## config.mk

```make
export PLATFORM = sky130hd
export DESIGN_NAME = halut_decoder_ctrl
export DESIGN_NICKNAME = d
export VERILOG_FILES = /design/src/rtl/halut_pkg.sv /design/src/rtl/halut_code_row_buf.sv /design/src/rtl/halut_decoder_ctrl.sv
export SDC_FILE = /design/constraint.sdc
export NUM_CORES = 1
export LEC_CHECK = 0
export BUFFER_PORTS_ARGS = -buffer_cell sky130_fd_sc_hd__clkbuf_2
export CAP_MARGIN = 20
export CORE_AREA = 2 2 119 121
export CTS_BUF_LIST = sky130_fd_sc_hd__clkbuf_8
export CTS_CLUSTER_SIZE = 25
export DETAILED_ROUTE_END_ITERATION = 7
export DIE_AREA = 0 0 121 123
export PLACE_DENSITY = 0.74
export SETUP_SLACK_MARGIN = 0.4
export SLEW_MARGIN = 20
export SYNTH_ARGS = -nofsm -noshare
export SYNTH_HDL_FRONTEND = slang
export SYNTH_SLANG_ARGS = --single-unit
```

## constraint.sdc

```tcl
create_clock -name clk_i -period 4.65 [get_ports clk_i]
set_input_delay 0.465 -clock clk_i [delete_from_list [all_inputs] [get_ports clk_i]]
set_output_delay 0.465 -clock clk_i [all_outputs]
set_load 0.05 [all_outputs]
```

## src/rtl/halut_pkg.sv

```systemverilog
// HALUT shared types and sizing for the decoder datapath and its sequencer.
// Constants only; no logic, no latency, no flow control.
package halut_pkg;

  localparam int unsigned DecoderUnits  = 4;
  localparam int unsigned K             = 16;
  localparam int unsigned C             = 4;
  localparam int unsigned DataTypeWidth = 16;
  localparam int unsigned CtrlTimeout   = 64;

  typedef enum logic [2:0] {
    IDLE,
    LOAD,
    FILL,
    ISSUE,
    COLLECT
  } ctrl_state_e;

endpackage

```

## src/rtl/halut_code_row_buf.sv

```systemverilog
// One row of encoded prototype indices: sequential write with fill count, indexed read.
// Write lands next cycle, read is combinational; writes past C entries are dropped.
module halut_code_row_buf #(
  parameter int unsigned C          = 4,
  parameter int unsigned TreeDepth  = 4,
  localparam int unsigned CAddrWidth = $clog2(C),
  localparam int unsigned CntWidth   = $clog2(C + 1)
) (
  input  logic                  clk_i,
  input  logic                  rst_i,
  input  logic                  clr_i,
  input  logic                  wr_en_i,
  input  logic [TreeDepth-1:0]  wr_data_i,
  input  logic [CAddrWidth-1:0] rd_idx_i,
  output logic [TreeDepth-1:0]  rd_data_o,
  output logic [CntWidth-1:0]   count_o
);

  logic [TreeDepth-1:0] mem_q [C];
  logic [CntWidth-1:0]  cnt_q;
  logic                 wr_ok;

  assign wr_ok = wr_en_i && !clr_i && (cnt_q < CntWidth'(C));

  always_ff @(posedge clk_i) begin
    if (rst_i || clr_i) begin
      cnt_q <= '0;
    end else if (wr_ok) begin
      cnt_q <= cnt_q + CntWidth'(1);
    end
  end

  // Payload needs no reset: it is only read after C fresh writes.
  always_ff @(posedge clk_i) begin
    if (wr_ok) begin
      mem_q[cnt_q[CAddrWidth-1:0]] <= wr_data_i;
    end
  end

  assign rd_data_o = mem_q[rd_idx_i];
  assign count_o   = cnt_q;

endmodule

```

## src/rtl/halut_decoder_ctrl.sv

```systemverilog
// Sequencer for halut_decoder_x: LUT load, row code issue, result collection and tagging.
// Results appear 1 cycle after dec_valid_i; readies are pure state decodes; no result backpressure.
module halut_decoder_ctrl
  import halut_pkg::*;
#(
  parameter int unsigned DecoderUnits  = halut_pkg::DecoderUnits,
  parameter int unsigned K             = halut_pkg::K,
  parameter int unsigned C             = halut_pkg::C,
  parameter int unsigned DataTypeWidth = halut_pkg::DataTypeWidth,
  parameter int unsigned RowWidth      = 16,
  parameter int unsigned Timeout       = halut_pkg::CtrlTimeout,
  localparam int unsigned TotalAddrWidth = $clog2(C * K),
  localparam int unsigned CAddrWidth     = $clog2(C),
  localparam int unsigned TreeDepth      = $clog2(K),
  localparam int unsigned DecAddrWidth   = $clog2(DecoderUnits)
) (
  input  logic                      clk_i,
  input  logic                      rst_i,
  input  logic                      start_i,
  input  logic                      load_i,
  input  logic [RowWidth-1:0]       rows_i,
  output logic                      busy_o,
  output logic                      done_o,
  output logic                      err_o,
  input  logic                      lut_valid_i,
  output logic                      lut_ready_o,
  input  logic [DataTypeWidth-1:0]  lut_data_i,
  input  logic                      code_valid_i,
  output logic                      code_ready_o,
  input  logic [TreeDepth-1:0]      code_i,
  output logic [DecAddrWidth-1:0]   dec_m_addr_o,
  output logic [TotalAddrWidth-1:0] dec_waddr_o,
  output logic [DataTypeWidth-1:0]  dec_wdata_o,
  output logic                      dec_we_o,
  output logic [CAddrWidth-1:0]     dec_c_addr_o,
  output logic [TreeDepth-1:0]      dec_k_addr_o,
  output logic                      dec_decoder_o,
  input  logic [31:0]               dec_result_i,
  input  logic                      dec_valid_i,
  input  logic [DecAddrWidth-1:0]   dec_m_addr_i,
  output logic                      res_valid_o,
  output logic [31:0]               res_data_o,
  output logic [RowWidth-1:0]       res_row_o,
  output logic [DecAddrWidth-1:0]   res_col_o
);

  localparam int unsigned CntWidth     = $clog2(C + 1);
  localparam int unsigned TimeoutWidth = $clog2(Timeout + 1);

  localparam logic [TotalAddrWidth-1:0] WaddrLast = TotalAddrWidth'(C * K - 1);
  localparam logic [DecAddrWidth-1:0]   UnitLast  = DecAddrWidth'(DecoderUnits - 1);
  localparam logic [CAddrWidth-1:0]     IssueLast = CAddrWidth'(C - 1);
  localparam logic [CntWidth-1:0]       FillLast  = CntWidth'(C - 1);
  localparam logic [TimeoutWidth-1:0]   IdleLast  = TimeoutWidth'(Timeout - 1);

  ctrl_state_e state_q, state_d;

  logic [RowWidth-1:0]       rows_q;
  logic [RowWidth-1:0]       row_q;
  logic [DecAddrWidth-1:0]   col_q;
  logic [DecAddrWidth-1:0]   m_q;
  logic [TotalAddrWidth-1:0] waddr_q;
  logic [CAddrWidth-1:0]     issue_q;
  logic [TimeoutWidth-1:0]   idle_q;
  logic                      err_q;
  logic                      done_q;
  logic                      res_valid_q;
  logic [31:0]               res_data_q;
  logic [RowWidth-1:0]       res_row_q;
  logic [DecAddrWidth-1:0]   res_col_q;

  logic                      lut_hs;
  logic                      code_hs;
  logic                      last_row;
  logic [TreeDepth-1:0]      buf_k;
  logic [CntWidth-1:0]       fill_cnt;

  assign last_row = (row_q == rows_q - RowWidth'(1));

  halut_code_row_buf #(
    .C         (C),
    .TreeDepth (TreeDepth)
  ) u_row_buf (
    .clk_i     (clk_i),
    .rst_i     (rst_i),
    .clr_i     (state_q != FILL),
    .wr_en_i   (code_hs),
    .wr_data_i (code_i),
    .rd_idx_i  (issue_q),
    .rd_data_o (buf_k),
    .count_o   (fill_cnt)
  );

  always_ff @(posedge clk_i) begin
    if (rst_i) begin
      state_q <= IDLE;
    end else begin
      state_q <= state_d;
    end
  end

  always_comb begin
    state_d       = state_q;
    lut_ready_o   = 1'b0;
    code_ready_o  = 1'b0;
    dec_decoder_o = 1'b0;
    dec_m_addr_o  = '0;
    dec_waddr_o   = '0;
    dec_c_addr_o  = '0;
    dec_k_addr_o  = '0;
    unique case (state_q)
      IDLE: begin
        if (start_i && (rows_i != '0)) begin
          state_d = load_i ? LOAD : FILL;
        end
      end
      LOAD: begin
        lut_ready_o  = 1'b1;
        dec_m_addr_o = m_q;
        dec_waddr_o  = waddr_q;
        if (lut_valid_i && (m_q == UnitLast) && (waddr_q == WaddrLast)) begin
          state_d = FILL;
        end
      end
      FILL: begin
        code_ready_o = 1'b1;
        if (code_valid_i && (fill_cnt == FillLast)) begin
          state_d = ISSUE;
        end
      end
      ISSUE: begin
        dec_decoder_o = 1'b1;
        dec_c_addr_o  = issue_q;
        dec_k_addr_o  = buf_k;
        if (issue_q == IssueLast) begin
          state_d = COLLECT;
        end
      end
      COLLECT: begin
        dec_decoder_o = 1'b1;
        if (dec_valid_i) begin
          if (col_q == UnitLast) begin
            state_d = last_row ? IDLE : FILL;
          end
        end else if (idle_q == IdleLast) begin
          state_d = IDLE;
        end
      end
      default: state_d = IDLE;
    endcase
  end

  assign lut_hs      = lut_valid_i && lut_ready_o;
  assign code_hs     = code_valid_i && code_ready_o;
  assign dec_we_o    = lut_hs;
  assign dec_wdata_o = lut_hs ? lut_data_i : '0;

  always_ff @(posedge clk_i) begin
    if (rst_i) begin
      rows_q      <= '0;
      row_q       <= '0;
      col_q       <= '0;
      m_q         <= '0;
      waddr_q     <= '0;
      issue_q     <= '0;
      idle_q      <= '0;
      err_q       <= 1'b0;
      done_q      <= 1'b0;
      res_valid_q <= 1'b0;
      res_data_q  <= '0;
      res_row_q   <= '0;
      res_col_q   <= '0;
    end else begin
      done_q      <= 1'b0;
      res_valid_q <= 1'b0;
      unique case (state_q)
        IDLE: begin
          if (start_i) begin
            rows_q  <= rows_i;
            err_q   <= 1'b0;
            row_q   <= '0;
            col_q   <= '0;
            m_q     <= '0;
            waddr_q <= '0;
            issue_q <= '0;
            idle_q  <= '0;
            done_q  <= (rows_i == '0);
          end
        end
        LOAD: begin
          if (lut_hs) begin
            if (waddr_q == WaddrLast) begin
              waddr_q <= '0;
              m_q     <= m_q + DecAddrWidth'(1);
            end else begin
              waddr_q <= waddr_q + TotalAddrWidth'(1);
            end
          end
        end
        ISSUE: begin
          issue_q <= (issue_q == IssueLast) ? '0 : issue_q + CAddrWidth'(1);
        end
        COLLECT: begin
          if (dec_valid_i) begin
            res_valid_q <= 1'b1;
            res_data_q  <= dec_result_i;
            res_row_q   <= row_q;
            res_col_q   <= col_q;
            col_q       <= col_q + DecAddrWidth'(1);
            idle_q      <= '0;
            // A unit answering out of order is flagged but still tagged by arrival slot.
            if (dec_m_addr_i != col_q) begin
              err_q <= 1'b1;
            end
            if (col_q == UnitLast) begin
              if (last_row) begin
                done_q <= 1'b1;
              end else begin
                row_q <= row_q + RowWidth'(1);
              end
            end
          end else if (idle_q == IdleLast) begin
            err_q  <= 1'b1;
            idle_q <= '0;
          end else begin
            idle_q <= idle_q + TimeoutWidth'(1);
          end
        end
        default: ;
      endcase
    end
  end

  assign busy_o      = (state_q != IDLE);
  assign done_o      = done_q;
  assign err_o       = err_q;
  assign res_valid_o = res_valid_q;
  assign res_data_o  = res_data_q;
  assign res_row_o   = res_row_q;
  assign res_col_o   = res_col_q;

endmodule

```

==> metrics.md, run 1 <==
| Metric | Value |
|---|---|
| RSZ-0062 raised after global routing | `false` |
| Leakage | `2.97 nW` |
| Finished Layout Cells | `1045` |
| Post-synthesis cell count | `715` |
| #FFs+latches synth | `128` |
| IO Count | `165` |
| Drt first pass iters | `4` |
| Slew margin rel. | `0.315` |
| Final Net Count | `942` |
| Placed insts | `1014` |
| Period Utilization, post-route | `0.641` |
| # setup viols final | `0` |
| Yosys cell types | `56` |
| Drt wl/cell | `14.4 um` |
| TritonCTS Sinks | `128` |
| Buffers on Ports | `164` |
| Final WL | `15000 um` |
| Type of the most critical hold path | `primary input to register` |
| Worst Hold Endpoint | `res_data_o[11]$_SDFFE_PP0P_` |
| Initial antenna violation count | `0` |
| Worst setup SP type | `register` |
| Largest family of logic cells by synthesized area | `simple AND/OR/NAND/NOR gates` |
| Setup crit start | `state_q[0]$_SDFFE_PP0P_` |
| Top post-synthesis cells by count | `nand2_1 (162), dfxtp_1 (112), a21oi_1 (90)` |
| Post-Syn Area | `5980 um2` |
| Die ar. | `14900 um2` |
| FILL cells | `1332` |
| Number of synthesis warnings | `0` |
| CTS tree | `done` |
| Layout cell share with drive strength beyond 1 | `0.250` |
| # DRC | `0` |
| Max clock buf depth | `2` |
| Critical setup path kind | `register to register` |
| Run status | `completed` |
| Hold_sp | `dec_result_i[11]` |
| Tot Pwr | `3.19 mW` |
| Ant diodes | `0` |
| DR vias/cell | `5.25` |
| Ys flop type | `dfxtp_1` |
| Syn_nets | `804` |
| Ys async rst share | `0` |
| Post-synth EDFFs | `16` |
| Total number of vias | `5485` |
| WP data required | `5.02 ns` |
| Starting Density | `0.439` |
| Critical path fanouts, max | `20` |
| CTS clk-pin slew, worst paths | `0.07 ns` |
| Routed Antenna Nets | `0` |
| Clock Latency Late Sink | `0.44 ns` |
| CP arrival | `3.35 ns` |
| Die height | `123 um` |
| Std cell rows | `43` |
| Reg-to-Reg End | `row_q[15]$_SDFFE_PP0P_` |
| Pin count of the biggest net entering global routing | `89` |
| Worst Tran Pin Value | `1.02 ns` |
| XOR/XNOR Fraction of Synth Area | `0.0396` |
| Tmin final | `2.98 ns` |
| Hold Crit Depth | `3` |
| Post-Route Skew | `0.00728 ns` |
| Core Box Area | `13600 um2` |
| F_max | `335 MHz` |
| P&R area growth vs syn | `22.0%` |
| GRT Total Usage | `0.203` |
| CTS buffer count | `17` |
| Post-Synth Adder-Cell Area | `0.0251` |
| Placer Congestion | `0.839` |
| Top-area cell type share of the netlist area | `0.375` |
| R2r startpoint | `state_q[0]$_SDFFE_PP0P_` |
| Post-CTS sizing | `0` |
| Max-slew violation count | `0` |
| Postcts setup bufs | `0` |
| Wire length of the first global-routing pass | `24100 um` |
| Mux share of post-synthesis cell area | `0.0201` |
| Max-Cap Viols | `0` |
| Iter 0 DRT Violations | `355` |
| DP Wirelength | `10400 um` |
| Fraction of the yosys area taken by sequential cells | `0.456` |
| Overflow after GRT | `0` |
| Reg2Reg Depth | `7` |
| Hold violation count in the final report | `0` |
| Synth Area in Simple Gates | `0.288` |
| Ranking of synthesized cells by area | `dfxtp_1 (38%), nand2_1 (10%), edfxtp_1 (8.0%)` |
| Maximum VDD drop | `0.258 mV` |
| Compound-Gate Fraction of Synth Area | `0.130` |
| Top-count cell post-synth | `nand2_1` |
| Die Wd | `121 um` |
| Cts hold-fix bufs | `0` |
| Setup total negative slack | `0 ns` |
| H-Tree Depth | `4` |
| Root buf cell | `clkbuf_8` |
| Vias in the first global route | `5035` |
| Pwr dens | `437 nW/um2` |
| Avg Cell Area, Syn | `8.36 um2` |
| Crit end category | `register` |
| Worst R2R Setup Slack | `1.67 ns` |
| Cell taking the most area after synthesis | `dfxtp_1` |
==> placed cells by master (no fill, tap or decap), types with 14 or more instances in the layout <==
master    Yosys  final
clkbuf_2      0    163
nand2_1     162    161
dfxtp_1     112    112
a21oi_1      90     90
nor2_1       39     39
clkbuf_8      0     23
and2_1       21     20
and3_1       19     19
xnor2_1      16     16
edfxtp_1     16     16
or3_1        15     15
nor4_1       14     14
==> registers in the layout, indices dropped and copies added (netlist names), 2 cells and up, named ones only <==
register           count
u_row_buf.mem_q       16
res_col_o              2
res_row_o             16
waddr_q                6
rows_q                16
m_q                    2
issue_q                2
u_row_buf.count_o      3
col_q                  2
idle_q                 7
res_data_o            32
row_q                 16
state_q                3
==> per-stage QoR <==
step / worst slack, ns / hold WS (ns) / utilization / area, um2
6_report: 1.67 / 0.228 / 0.536 / 7290
5_1_grt: 1.32 / 0.214 / 0.536 / 7290
4_1_cts: 1.69 / 0.204 / 0.536 / 7290
3_5_place_dp: 1.71 / 0.446 / 0.503 / 6850
3_3_place_gp: 1.77 / 0.442 / 0.503 / 6850
2_1_floorplan: 1.74 / 0.449 / - / 5980
==> layout make-up <==
cell class | instances | area [um2] | area share
clock inverter | 8 | 125 | 0.0172
tap | 180 | 225 | 0.0309
multi-input combinational | 528 | 3010 | 0.413
clock buffer | 23 | 317 | 0.0434
sequential | 128 | 2720 | 0.373
inverter | 10 | 37.5 | 0.00515
timing repair buffer | 168 | 851 | 0.117
==> critical path, cell delays in order (launching register included) <==
cell and delay (ns):
dfxtp_1 0.42, nor3_1 0.38, and2_1 0.65, nor2_1 0.17, nor2_1 0.37, nand2_1 0.25
or4_1 0.52, a21oi_1 0.15
==> layer usage <==
layer  routed length [um]  vias to the layer above  share of wire  global-route usage
met2                 7520                      124           0.50               0.349
li1                     -                     2767              -                   -
met4                  225                        0          0.015              0.0712
met1                 6590                     2576           0.44               0.247
met3                  689                       18          0.046              0.0535
met5                    0                        -              0                   0
==> logic make-up after synthesis <==
group                      count (synthesis)
buffers and inverters                     59
AOI/OAI and AO/OA                        136
muxes                                      7
DFF                                      128
and+or+nand+nor                          346
adders and majority gates                 12
xor gates and xnor gates                  27
==> power by group <==
| group | leakage (nW) | switching, mW | internal (mW) | total [mW] |
|---|---|---|---|---|
| Combinational | 1.70 | 0.591 | 0.288 | 0.879 |
| Clock | 0.224 | 0.435 | 0.614 | 1.05 |
| Sequential | 1.05 | 0.0840 | 1.18 | 1.26 |
==> worst max path at each step <==
stage	endpoint	slack [ns]	cells past startpoint
global placement	row_q[6]$_SDFFE_PP0P_	1.77	7
CTS	row_q[15]$_SDFFE_PP0P_	1.69	7
floorplan	u_row_buf.mem_q[0][0]$_DFFE_PP_	1.74	5
finish	row_q[15]$_SDFFE_PP0P_	1.67	7
global route	row_q[15]$_SDFFE_PP0P_	1.32	7
detailed placement	row_q[15]$_SDFFE_PP0P_	1.71	7
Note: power is estimated with default switching activity, not from simulation.
==> run 2: changes to the inputs <==
Settings changed: ABC_AREA set to 1, CORE_AREA 2 2 119 121 to 2 2 124 126, DIE_AREA 0 0 121 123 to 0 0 126 128, PLACE_DENSITY 0.74 to 0.76.
Clock period 4.65 ns to 2.4 ns, I/O delays scaled along.
==> run 2 against run 1 <==
  * Sequential power rose by 100%
  * Register-to-register slack got worse by 1.3 ns
  * Combinational power rose to 3.7 times the previous value
  * Setup slack got worse by 1.3 ns
  * Via count rose by 30%
  * Sequential cell count did not move
  * Cell count rose by 30%
  * Wire length rose by 38%
  * Largest power group is now combinational cells
==> metrics.md, run 2 <==
| Metric | Value |
|---|---|
| Clock Latency Late Sink | `0.45 ns` |
| Final WL | `20700 um` |
| Largest family of logic cells by synthesized area | `simple AND/OR/NAND/NOR gates` |
| Starting Density | `0.438` |
| Slew margin rel. | `0.488` |
| Number of synthesis warnings | `0` |
| Drt first pass iters | `6` |
| CTS buffer count | `17` |
| Synth Area in Simple Gates | `0.307` |
| Top post-synthesis cells by count | `nor2_1 (201), nand2_1 (138), dfxtp_1 (112)` |
| Post-synth EDFFs | `16` |
| Drt wl/cell | `15.3 um` |
| Commonest non-fill, non-tap cell in the layout | `nor2_1` |
| Reg-to-Reg End | `state_q[1]$_SDFFE_PP0P_` |
| Cell taking the most area after synthesis | `dfxtp_1` |
| Critical path fanouts, max | `6` |
| Ys flop type | `dfxtp_1` |
| # DRC | `0` |
| Worst path max stage delay | `0.36 ns` |
| Total number of vias | `7121` |
| Pwr dens | `843 nW/um2` |
| Worst path slowest cell | `dfxtp_4` |
| GRT Total Usage | `0.247` |
| RSZ-0062 raised after global routing | `true` |
| Placer Congestion | `0.952` |
| Hold Crit Depth | `3` |
| Final Net Count | `1242` |
| CTS clk-pin slew, worst paths | `0.09 ns` |
| Routed Antenna Nets | `0` |
| Maximum VDD drop | `0.470 mV` |
| Reg2Reg Depth | `17` |
| Top-count cell post-synth | `nor2_1` |
| Top-area cell type share of the netlist area | `0.345` |
| Overflow after GRT | `0` |
| Post-synthesis cell count | `926` |
| Period Utilization, post-route | `0.864` |
| Post-route cell area | `9100 um2` |
| Final Core Density | `0.612` |
| Buffers on Ports | `164` |
| Hold_sp | `dec_result_i[3]` |
| Most frequent cells in the layout | `nor2_1 (163), clkbuf_2 (140), nand2_1 (126)` |
| #FFs+latches synth | `128` |
| Post-Syn Area | `6500 um2` |
| Placed insts | `1262` |
| CP arrival | `2.39 ns` |
| Worst Hold Endpoint | `res_data_o[3]$_SDFFE_PP0P_` |
| CTS tree | `done` |
| H-Tree Depth | `4` |
| Hold violation count in the final report | `0` |
| Avg Cell Area, Syn | `7.02 um2` |
| Iter 0 DRT Violations | `539` |
| Yosys cell types | `42` |
| Hold_ws | `0.0141 ns` |
| Setup total negative slack | `0 ns` |
| Ranking of synthesized cells by area | `dfxtp_1 (34%), nor2_1 (12%), nand2_1 (8.0%)` |
| P&R area growth vs syn | `39.9%` |
| # setup viols final | `0` |
| Place WS | `0.252 ns` |
| Critical setup path kind | `register to register` |
| Max FFs per register | `32` |
| Initial antenna violation count | `0` |
| Max-Cap Viols | `0` |
| Layout cell share with drive strength beyond 1 | `0.314` |
| Die Wd | `126 um` |
| Die ar. | `16100 um2` |
| Compound-Gate Fraction of Synth Area | `0.133` |
| Critical path, cell by cell | `inv_4 > ha_4 > nand2_4 > nor2_4 > nand2_2 > nand2_2 > nand2_2 > nand2_2 > buf_4 > buf_4 > nand4_1 > nor2_2 > nand3_1 > nand2_1 > nand2_1 > nand2_1 > a21oi_1` |
| Leakage | `4.06 nW` |
| Finished Layout Cells | `1354` |
| Post-Route Skew | `0.0126 ns` |
| Post-Synth Adder-Cell Area | `0.0231` |
| F_max | `482 MHz` |
| Final Worst Setup Slack | `0.327 ns` |
| WP data required | `2.72 ns` |
| Tmin final | `2.07 ns` |
| DP Wirelength | `13700 um` |
| Most frequent cell on the critical path | `nand2_2` |
| Type of the most critical hold path | `primary input to register` |
| Vias in the first global route | `6835` |
| Worst Tran Pin Value | `0.766 ns` |
| TritonCTS Sinks | `128` |
| Worst setup SP type | `register` |
| Wire length of the first global-routing pass | `32300 um` |
| DR vias/cell | `5.26` |
| Die height | `128 um` |
| Post-DP Area | `7710 um2` |
| Core Box Area | `14900 um2` |
| XOR/XNOR Fraction of Synth Area | `0.0337` |
| R2r startpoint | `rows_q[0]$_SDFFE_PP0P_` |
| Crit end category | `register` |
| Tot Pwr | `7.67 mW` |
| Ys async rst share | `0` |
| Max clock buf depth | `2` |
| Fraction of the yosys area taken by sequential cells | `0.419` |
| Max-slew violation count | `0` |
| Pin count of the biggest net entering global routing | `75` |
| Mux share of post-synthesis cell area | `0` |
| Root buf cell | `clkbuf_8` |
| IO Count | `165` |
| Run status | `completed` |
| Ant diodes | `0` |
| FILL cells | `1271` |
| Syn_nets | `1015` |
| Std cell rows | `45` |
| Worst R2R Setup Slack | `0.33 ns` |
run 2: cell count changes after synthesis, sizes merged, moves of 10 or more:
cell | previous run | this run
nor2 | 40 | 215
inv | 10 | 100
o21ai | 19 | 89
a21oi | 90 | 66
nand3 | 10 | 34
and2 | 21 | 2
nand2 | 162 | 143
and3 | 19 | 2
or3 | 15 | 0
nand4 | 12 | 24
nor4 | 17 | 7
or4 | 10 | 0
xnor2 | 16 | 6
run 2: layout make-up:
cell class / count / area (um2) / share of cell area
Tap cell: 188 / 235 / 0.0259
Timing Repair inverter: 2 / 17.5 / 0.00193
Inverter: 101 / 413 / 0.0454
Clock inverter: 15 / 173 / 0.0190
Timing Repair Buffer: 241 / 1660 / 0.182
Sequential cell: 128 / 2740 / 0.301
Clock buffer: 17 / 234 / 0.0257
Multi-Input combinational cell: 662 / 3630 / 0.399
run 2: worst max-delay path, delay by kind of cell (launching register included):
kind | cells | cell delay (ns)
fa+ha+maj | 1 | 0.18
simple gates | 12 | 1.06
buf+inv | 3 | 0.29
flops | 1 | 0.36
compound gates | 1 | 0.06
run 2: per-layer routing:
metal	vias up	share of wire	wire length [um]	global-route usage
met5	-	0	0	0
met4	0	0.039	816	0.120
met3	60	0.071	1470	0.0676
met2	301	0.49	10100	0.419
met1	3297	0.40	8300	0.288
li1	3463	-	-	-
run 2: cell families after synthesis:
group / after synthesis
fa+ha+maj: 12
buf+inv: 139
compound gates: 167
flops: 128
simple gates: 455
xor+xnor: 25
run 2: repair_timing:
| action | in CTS | in global routing |
|---|---|---|
| cloned | 4 | 2 |
| pin swaps | 16 | 17 |
| endpoints found under the hold margin | 32 | 3 |
| hold buffers | 24 | 3 |
| setup buffers | 15 | 12 |
| gates resized for setup | 62 | 82 |
| setup endpoints to repair | 42 | 67 |
run 2: where the power goes:
group	total, mW	internal (mW)	switching, mW
sequential	2.52	2.34	0.181
combinational	3.22	1.13	2.10
clock	1.93	0.954	0.973
run 2: worst max path at each step:
stage,cells past startpoint,from,endpoint
detailed placement,15,rows_q[0]$_SDFFE_PP0P_,row_q[1]$_SDFFE_PP0P_
CTS,17,rows_q[1]$_SDFFE_PP0P_,row_q[1]$_SDFFE_PP0P_
global placement,15,rows_q[0]$_SDFFE_PP0P_,row_q[1]$_SDFFE_PP0P_
global route,16,rows_q[0]$_SDFFE_PP0P_,row_q[0]$_SDFFE_PP0P_
finish,17,rows_q[0]$_SDFFE_PP0P_,state_q[1]$_SDFFE_PP0P_
floorplan,7,state_q[0]$_SDFFE_PP0P_,dec_wdata_o[10]
